===== src/rtl/counter_mode_sched.sv =====
// counter_mode_sched: runs an external 3-bit counter through N binary wraps then M gray wraps,
// checking that every count follows its predecessor in the active code order.
module counter_mode_sched #(
  parameter int PASS_W = 4
) (
  input  logic              clk,
  input  logic              reset,
  input  logic              start,
  input  logic              abort,
  input  logic [PASS_W-1:0] bin_passes,
  input  logic [PASS_W-1:0] gray_passes,
  input  logic [2:0]        count,
  output logic              cnt_reset,
  output logic              cnt_mode,
  output logic              busy,
  output logic              done,
  output logic              err,
  output logic [PASS_W-1:0] pass_cnt
);
  typedef enum logic [2:0] {IDLE, BIN_RUN, SWITCH, GRAY_RUN, DONE} state_t;
  state_t            r_state, w_next;
  logic [PASS_W-1:0] r_bin, r_gray, r_pass, w_pass_inc;
  logic [2:0]        r_count_q, w_gbin, w_ginc, w_succ;
  logic              r_err, r_run_d, w_run, w_gray, w_accept, w_wrap, w_bad;

  assign w_gray     = r_state == GRAY_RUN;
  assign w_run      = r_state == BIN_RUN || w_gray;
  assign w_accept   = r_state == IDLE && start;
  assign w_wrap     = w_run && count == 3'b000 && r_count_q == (w_gray ? 3'b100 : 3'b111);
  assign w_pass_inc = r_pass + PASS_W'(1);
  // gray successor: decode to binary, increment, re-encode
  assign w_gbin     = {r_count_q[2], ^r_count_q[2:1], ^r_count_q};
  assign w_ginc     = w_gbin + 3'd1;
  assign w_succ     = w_gray ? (w_ginc ^ (w_ginc >> 1)) : r_count_q + 3'd1;
  // the first run cycle still sees the held 000, so it is not checked
  assign w_bad      = w_run && r_run_d && !abort && count != w_succ;
  assign err        = r_err;
  assign pass_cnt   = r_pass;

  always_ff @(posedge clk or posedge reset)
    if (reset) begin
      r_state   <= IDLE;
      r_count_q <= 3'b000;
      r_bin     <= '0;
      r_gray    <= '0;
      r_pass    <= '0;
      r_err     <= 1'b0;
      r_run_d   <= 1'b0;
    end else begin
      r_state   <= w_next;
      r_count_q <= count;
      r_run_d   <= w_run;
      if (w_accept) begin
        r_bin  <= bin_passes;
        r_gray <= gray_passes;
      end
      r_pass <= (w_accept || (r_state == SWITCH && !abort)) ? '0 :
                (w_wrap && !abort) ? w_pass_inc : r_pass;
      r_err  <= w_accept ? 1'b0 : r_err | w_bad;
    end

  always_comb begin
    w_next = r_state;
    case (r_state)
      IDLE:     if (start) w_next = bin_passes != '0 ? BIN_RUN : gray_passes != '0 ? SWITCH : DONE;
      BIN_RUN:  w_next = abort ? IDLE : (w_wrap && w_pass_inc == r_bin) ? SWITCH : BIN_RUN;
      SWITCH:   w_next = abort ? IDLE : r_gray != '0 ? GRAY_RUN : DONE;
      GRAY_RUN: w_next = abort ? IDLE : (w_wrap && w_pass_inc == r_gray) ? DONE : GRAY_RUN;
      default:  w_next = IDLE;
    endcase
  end

  always_comb begin
    cnt_reset = r_state == IDLE || r_state == SWITCH || r_state == DONE;
    cnt_mode  = r_state == SWITCH || w_gray;
    busy      = r_state != IDLE;
    done      = r_state == DONE;
  end
endmodule


===== config.mk =====
export PLATFORM = sky130hd
export DESIGN_NAME = counter_mode_sched
export DESIGN_NICKNAME = d
export VERILOG_FILES = /design/src/rtl/counter_mode_sched.sv
export SDC_FILE = /design/constraint.sdc
export NUM_CORES = 1
export LEC_CHECK = 0
export ABC_AREA = 1
export CAP_MARGIN = 20
export CORE_UTILIZATION = 25
export DETAILED_ROUTE_END_ITERATION = 12
export SLEW_MARGIN = 20
export SYNTH_ARGS = -nofsm -noshare
export SYNTH_HDL_FRONTEND = slang
export SYNTH_SLANG_ARGS = --single-unit

===== constraint.sdc =====
create_clock -name clk -period 1.9 [get_ports clk]
set_input_delay 0.475 -clock clk [delete_from_list [all_inputs] [get_ports clk]]
set_output_delay 0.475 -clock clk [all_outputs]
set_load 0.05 [all_outputs]

==> results of run 1 <==
==> worst paths after layout <==
path                             startpoint    endpoint  slack, ns  depth (start not counted)
worst min register to register    r_gray[2]   r_gray[2]       0.51                          2
max in group asynchronous             reset  r_state[2]       1.14                          3
worst min-delay path              r_gray[2]   r_gray[2]       0.51                          2
min in group asynchronous             reset   r_gray[3]       0.53                          3
worst max-delay path             r_state[1]        done       0.13                          4
worst max register to register  pass_cnt[1]  r_state[1]       0.25                          9
==> cells in the mapped netlist (all sizes together) <==
| cell | n | area, µm² |
|---|---|---|
| nor3 | 1 | 5.00 |
| nand4 | 8 | 50.1 |
| xnor2 | 2 | 17.5 |
| nor2 | 20 | 82.6 |
| buf | 2 | 12.5 |
| ha | 2 | 25.0 |
| dfrtp | 20 | 500 |
| inv | 37 | 139 |
| xor2 | 2 | 17.5 |
| clkinv | 1 | 3.75 |
| nand3 | 17 | 103 |
| o22ai | 2 | 12.5 |
| o21ai | 12 | 60.1 |
| a21oi | 5 | 28.8 |
| nand2 | 66 | 263 |
==> tightest hold or removal path, cell delays in order (launching register included) <==
cell,delay (ns)
dfrtp_1,0.37
nand2_1,0.06
o21ai_1,0.06
==> cell families after synthesis <==
family,count (synthesis),synth area share [%]
and+or+nand+nor,112,38.1
buffers and inverters,40,11.8
DFF,20,37.9
AOI/OAI and AO/OA,19,7.68
xor gates and xnor gates,4,2.65
adders and majority gates,2,1.90
==> registers in the layout, summed over array words and instances, names as in the netlist <==
name and count:
pass_cnt 4, r_run_d 1, r_bin 4, r_count_q 3
r_gray 4, err 1, r_state 3
==> where the power goes <==
group	switching (µW)	leakage (µW)	total (µW)	internal, µW
sequential	104	0.000254	650	546
clock	152	0.0000357	433	282
combinational	487	0.000615	808	321
total	742	0.000905	1890	1150
==> area by class of cell <==
class / instances / area, µm²
Fill cell: 557 / 3340
Inverter: 38 / 143
Clock inverter: 1 / 30.0
Multi-Input combinational cell: 137 / 664
Timing Repair Buffer: 27 / 300
Sequential cell: 20 / 500
Tap cell: 70 / 87.6
Clock buffer: 3 / 41.3
==> routing by layer <==
| layer | track usage (%) | part of all wire [%] | wire [µm] | vias up |
|---|---|---|---|---|
| li1 | - | - | - | 676 |
| met1 | 15.8 | 48 | 1380 | 554 |
| met2 | 20.0 | 47 | 1360 | 24 |
| met3 | 1.20 | 2.8 | 81 | 4 |
| met4 | 5.66 | 2.2 | 65 | 0 |
| met5 | 0 | 0 | 0 | - |
==> per-stage QoR <==
step | TNS (ns) | hold WS, ns | utilization, %
2_1_floorplan | 0 | 0.439 | -
3_3_place_gp | 0 | 0.499 | 33.2
3_5_place_dp | -0.0190 | 0.502 | 33.2
4_1_cts | 0 | 0.523 | 34.6
5_1_grt | 0 | 0.557 | 34.6
6_report | 0 | 0.514 | 34.6
==> layout by cell type, fill, tap and decap left out, types with 2 or more instances in the layout <==
cell type | Yosys | layout
clkbuf_8 | 0 | 3
a21oi_1 | 4 | 4
o21ai_1 | 10 | 10
xor2_1 | 2 | 2
buf_12 | 0 | 5
o21ai_0 | 2 | 2
dfrtp_1 | 20 | 20
ha_1 | 2 | 2
nand3_1 | 15 | 15
inv_2 | 4 | 4
xnor2_1 | 2 | 2
buf_4 | 1 | 8
clkdlybuf4s50_1 | 0 | 14
o22ai_1 | 2 | 2
nand4_1 | 8 | 8
nand2_1 | 62 | 62
nor2_1 | 19 | 19
inv_1 | 33 | 33
nand2_2 | 3 | 3
==> run metrics, run 1 <==
Max Clock Freq=565 MHz; number of global-route vias before repair=1182; Initial Utilization=25.8%; DRT Pass-1 Iters=4; GRT overflow=0; Max-Cap Viols=0; Routed Antenna Nets=0; Mean Syn Cell Area=6.70 µm²; flops & latches, synth=20; DR DRC count=0; total setup buffers inserted after CTS=0; CP Capture Type=output pin; RSZ-0062 raised after global routing=no; dpl ws=-0.0104 ns; Clk Latency, worst-skew pair=0.27 ns; Period minus WS final=1.77 ns; IO Port Bufs=23; total power=1890 µW; critical path's largest stage delay=0.47 ns; Max Root-Sink Buffers=2; P per Cell Area=1070 nW/µm²; status=completed; H-tree levels=1; Max IR drop VDD=0.345 mV; worst-path fanout max=6; Slew Limit Headroom=81.5%; startpoint class of the critical path=register; I/O pin total=24; CTS tree=built; Leakage Power=0.000905 µW; die area=5570 µm²; first-pass GRT wire length=5080 µm; routed wire length=2890 µm; Slew Viols, Final=0; # rows=26; initial antenna violation count=0; hold buffers post-CTS=0; Num CTS Buffers=3; Synth Instances=197; Final Instance Area=1770 µm²; Final setup viols=0; post-synth cell types=24; Synth Net Count=214; cell chain of the critical path=inv_1 > nand2_1 > nor2_1 > buf_12; share of layout cells above drive strength 1=12.8%; WS Path Type=register to output pin; Tightest Hold Check Type=register to register; Die W=74.7 µm; DR iter-0 viols=79; Die H=74.7 µm; final cell count without fillers=296; Worst Path Buf+Inv=2; setup ws final=0.129 ns; Slowest-stage cell, CP=dfrtp_1; Fin Clk Skew=0.00632 ns; Crit path max-delay family=flip-flops; Worst Max-Slew Pin Slew=0.277 ns; placed cell count=292; Required @ worst endpoint=1.42 ns; Area Growth Syn to Fin=33.8%; Post-Synthesis Cell Area=1320 µm²; CP arrival=1.30 ns; Reg clk slew, reported paths=0.08 ns; Vias/cell=4.25; Fin. Hold Viols=0; nets=244; yosys warns=0; Root Driver=clkbuf_8; n_diodes=0; hpwl dp=2310 µm; pin count of the biggest net entering global routing=21; register area share after synthesis=37.9%; core area=5110 µm²; gpl congestion=0.808; WL/cell=9.77 µm; Global Route Usage Sum=12.0%; via count=1258; CTS resizes=0; Final Cycle Share=93.2%; area post-placement=1700 µm²; CTS Sinks=20
No activity file was read; power rests on OpenSTA's default activity.
==> inputs of run 2 (changes only) <==
ABC_AREA = unset   (was 1)
GPL_ROUTABILITY_DRIVEN = 0   (was unset)
==> run 2 against run 1 <==
  * Final area grew 2.1%
  * Power is 29% lower
  * Flip-flop and latch count is the same
  * Worst hold slack got worse by 0.0060 ns
  * Clock-buffer cell count increased by 1
  * Clock skew decreased by 0.0042 ns
  * Critical path depth increased by 2
  * Routed wire length down 0.76%
  * Register-to-register slack got worse by 0.16 ns
  * Largest cell class unchanged
  * Largest power group is now sequential cells
  * Highest routed layer unchanged
==> run metrics, run 2 <==
Yosys top cell by area=dfrtp_1; Synth Net Count=145 (-32%); Comb pwr share=32.4% (-10 points); WS Path Type=register to register; Tightest Hold Check Type=register to register; Storage cell area=504 µm² (+0.75%); final hold slack=0.508 ns (-0.00599 ns); Final setup viols=0 (unchanged); Seq pwr share=42.6% (+8.3 points); Max-Cap Viols=0 (unchanged); internal power=895 µW (-22%); WL/cell=12.1 µm (+24%); Synth Instances=128 (-35%); routed wire length=2870 µm (-0.76%); pin count of the biggest net entering global routing=21 (unchanged); H-tree levels=1 (unchanged); async set or reset register ratio after synthesis=100% (unchanged); Reg clk slew, reported paths=0.08 ns (about the same); Slew Viols, Final=0 (unchanged); IO Port Bufs=23 (unchanged); Leakage Power=0.000815 µW (-9.9%); multi-input logic area=748 µm² (+13%); setup ws final=0.0854 ns (-0.0431 ns); setup TNS=0 ns (unchanged); Routed Antenna Nets=0 (unchanged); startpoint class of the critical path=register; most common cell in the synthesized netlist=nand2_1; number of flops mapped to enable cells by yosys=0 (unchanged); worst-path fanout max=2 (-4); Area Growth Syn to Fin=43.4%; dpl ws=-0.475 ns (-0.465 ns); Required @ worst endpoint=2.10 ns (+0.68 ns); # rows=25 (-3.8%); Final Cycle Share=95.5% (+2.3 points); DRT Pass-1 Iters=4 (unchanged); Mean Syn Cell Area=9.82 µm² (+47%); commonest non-fill, non-tap cell in the layout=nand2_1; Fin. Hold Viols=0 (unchanged); number of global-route vias before repair=1081 (-8.5%); flops & latches, synth=20 (unchanged); highest-count cells in the layout ignoring fill and taps=28 x nand2_1, 25 x buf_4, 17 x dfrtp_1; Switch Pwr=444 µW (-40%); post-synth cell types=42 (+75%); Max Clock Freq=551 MHz (-2.4%); RSZ-0062 raised after global routing=no; I/O pin total=24 (unchanged); initial antenna violation count=0 (unchanged); total power=1340 µW (-29%); CTS tree=built; n_diodes=0 (unchanged); yosys warns=0 (unchanged); Max Root-Sink Buffers=2 (unchanged); hold buffers post-CTS=0 (unchanged); Clk Latency, worst-skew pair=0.26 ns (about the same); die area=5320 µm² (-4.6%); DR DRC count=0 (unchanged); hpwl dp=2230 µm (-3.3%); CP Capture Type=register; Final Util=37.7% (+3.1 points); Global Route Usage Sum=11.9% (-0.10 points); CTS Sinks=20 (unchanged); status=completed; Worst Max-Slew Pin Slew=0.377 ns (+0.0995 ns); top cells by count, synth=28 x nand2_1, 20 x dfrtp_1, 7 x inv_1, 7 x xnor2_1, 5 x nor2_1; CP arrival=2.02 ns (+0.72 ns); Initial Utilization=26.3% (+0.43 points); register area share after synthesis=39.8% (+1.9 points); Num CTS Buffers=3 (unchanged); share of the synthesized area in the top cell type=39.8% (+1.9 points); r2r setup slk=0.09 ns (-0.16 ns); P per Cell Area=743 nW/µm² (-31%); Root Driver=clkbuf_8; share of layout cells above drive strength 1=28.8% (+16 points); Period minus WS final=1.81 ns (+0.0431 ns); first-pass GRT wire length=4890 µm (-3.8%); Die H=72.9 µm (-2.3%); Slew Limit Headroom=74.7% (-6.9 points); Die W=72.9 µm (-2.3%); GRT overflow=0 (unchanged); Max IR drop VDD=0.318 mV (-7.8%); ys flop type=dfrtp_1; Fin Clk Skew=0.00215 ns (-0.00417 ns); ranking of synthesized cells by area=dfrtp_1 40%, nand2_1 8.4%, xnor2_1 4.9%; nets=188 (-23%); DR iter-0 viols=41 (-48%); core area=4790 µm² (-6.3%); Vias/cell=4.38 (+3.2%); via count=1039 (-17%); Filler cells=493 (-11%); Net Sw Frac=33.2% (-6.1 points); Clock power frac=25.0% (+2.1 points); Post-Synthesis Cell Area=1260 µm² (-4.7%)
[run 2: changes by cell type after synthesis, sizes merged, moves of 3 or more]
| cell | delta |
|---|---|
| nor2 | -15 |
| nand2 | -38 |
| o21ai | -8 |
| nand4 | -8 |
| xnor2 | +6 |
| nand3 | -14 |
| mux2i | +4 |
| xor2 | +3 |
| a21oi | -3 |
| inv | -30 |
[run 2: per-stage QoR]
step / cell area (µm²) / cells
global route: 1800 / 237
detailed placement: 1700 / 231
global placement: 1700 / 231
CTS: 1760 / 235
floorplan: 1280 / 128
finish: 1800 / 237
[run 2: worst max-delay path, cell delays in order (launching register included)]
cell      delay (ns)
dfrtp_2         0.43
ha_4            0.18
xnor2_4         0.14
xnor2_1         0.14
or4_4           0.52
o31ai_2         0.23
nand2b_1        0.12
[run 2: layer usage]
layer	up-vias	routed length (µm)	global-route usage, %
met2	22	1410	20.5
met4	0	21	2.61
met3	4	101	2.90
met5	-	0	0
li1	528	-	-
met1	485	1330	15.2
[run 2: cells by family after synthesis]
group                    synth area share, %
buffers and inverters                   5.37
AND/OR/NAND/NOR                         25.0
multiplexers                            4.08
flip-flops                              39.8
XOR/XNOR                                12.9
adder cells (fa/ha/maj)                 1.99
AO/OA/AOI/OAI                           10.8
[run 2: cell type report]
class                   instances  share of cell area (%)
multi-input cells              97                    41.5
flip-flops and latches         20                    28.0
repair buffers                 42                    21.4
well taps                      67                    4.65
clock buffers                   4                    3.05
inverters                       7                    1.46
[run 2: worst paths after layout]
check                      cells past startpoint   startpoint     endpoint
max                                            6  pass_cnt[0]   r_state[1]
min                                            2     r_bin[2]     r_bin[2]
max reg2reg                                    6  pass_cnt[0]   r_state[1]
min reg2reg                                    2     r_bin[2]     r_bin[2]
max in group asynchronous                      3        reset  pass_cnt[1]
min in group asynchronous                      3        reset          err
[run 2: timing repair]
| item | 4_1_cts | 5_1_grt |
|---|---|---|
| resized for setup | 5 | 6 |
| pin swaps | 3 | 4 |
| setup buffers | 0 | 2 |
| endpoints found under the setup margin | 3 | 2 |
[run 2: power groups by stage]
| stage | combinational (µW) | clock, µW | sequential, µW |
|---|---|---|---|
| final | 434 | 335 | 570 |
| after global placement | 431 | 0 | 574 |
| after detailed placement | 434 | 0 | 577 |
| after floorplan | 280 | 0 | 578 |
| after CTS | 435 | 354 | 568 |
| after global routing | 480 | 366 | 585 |
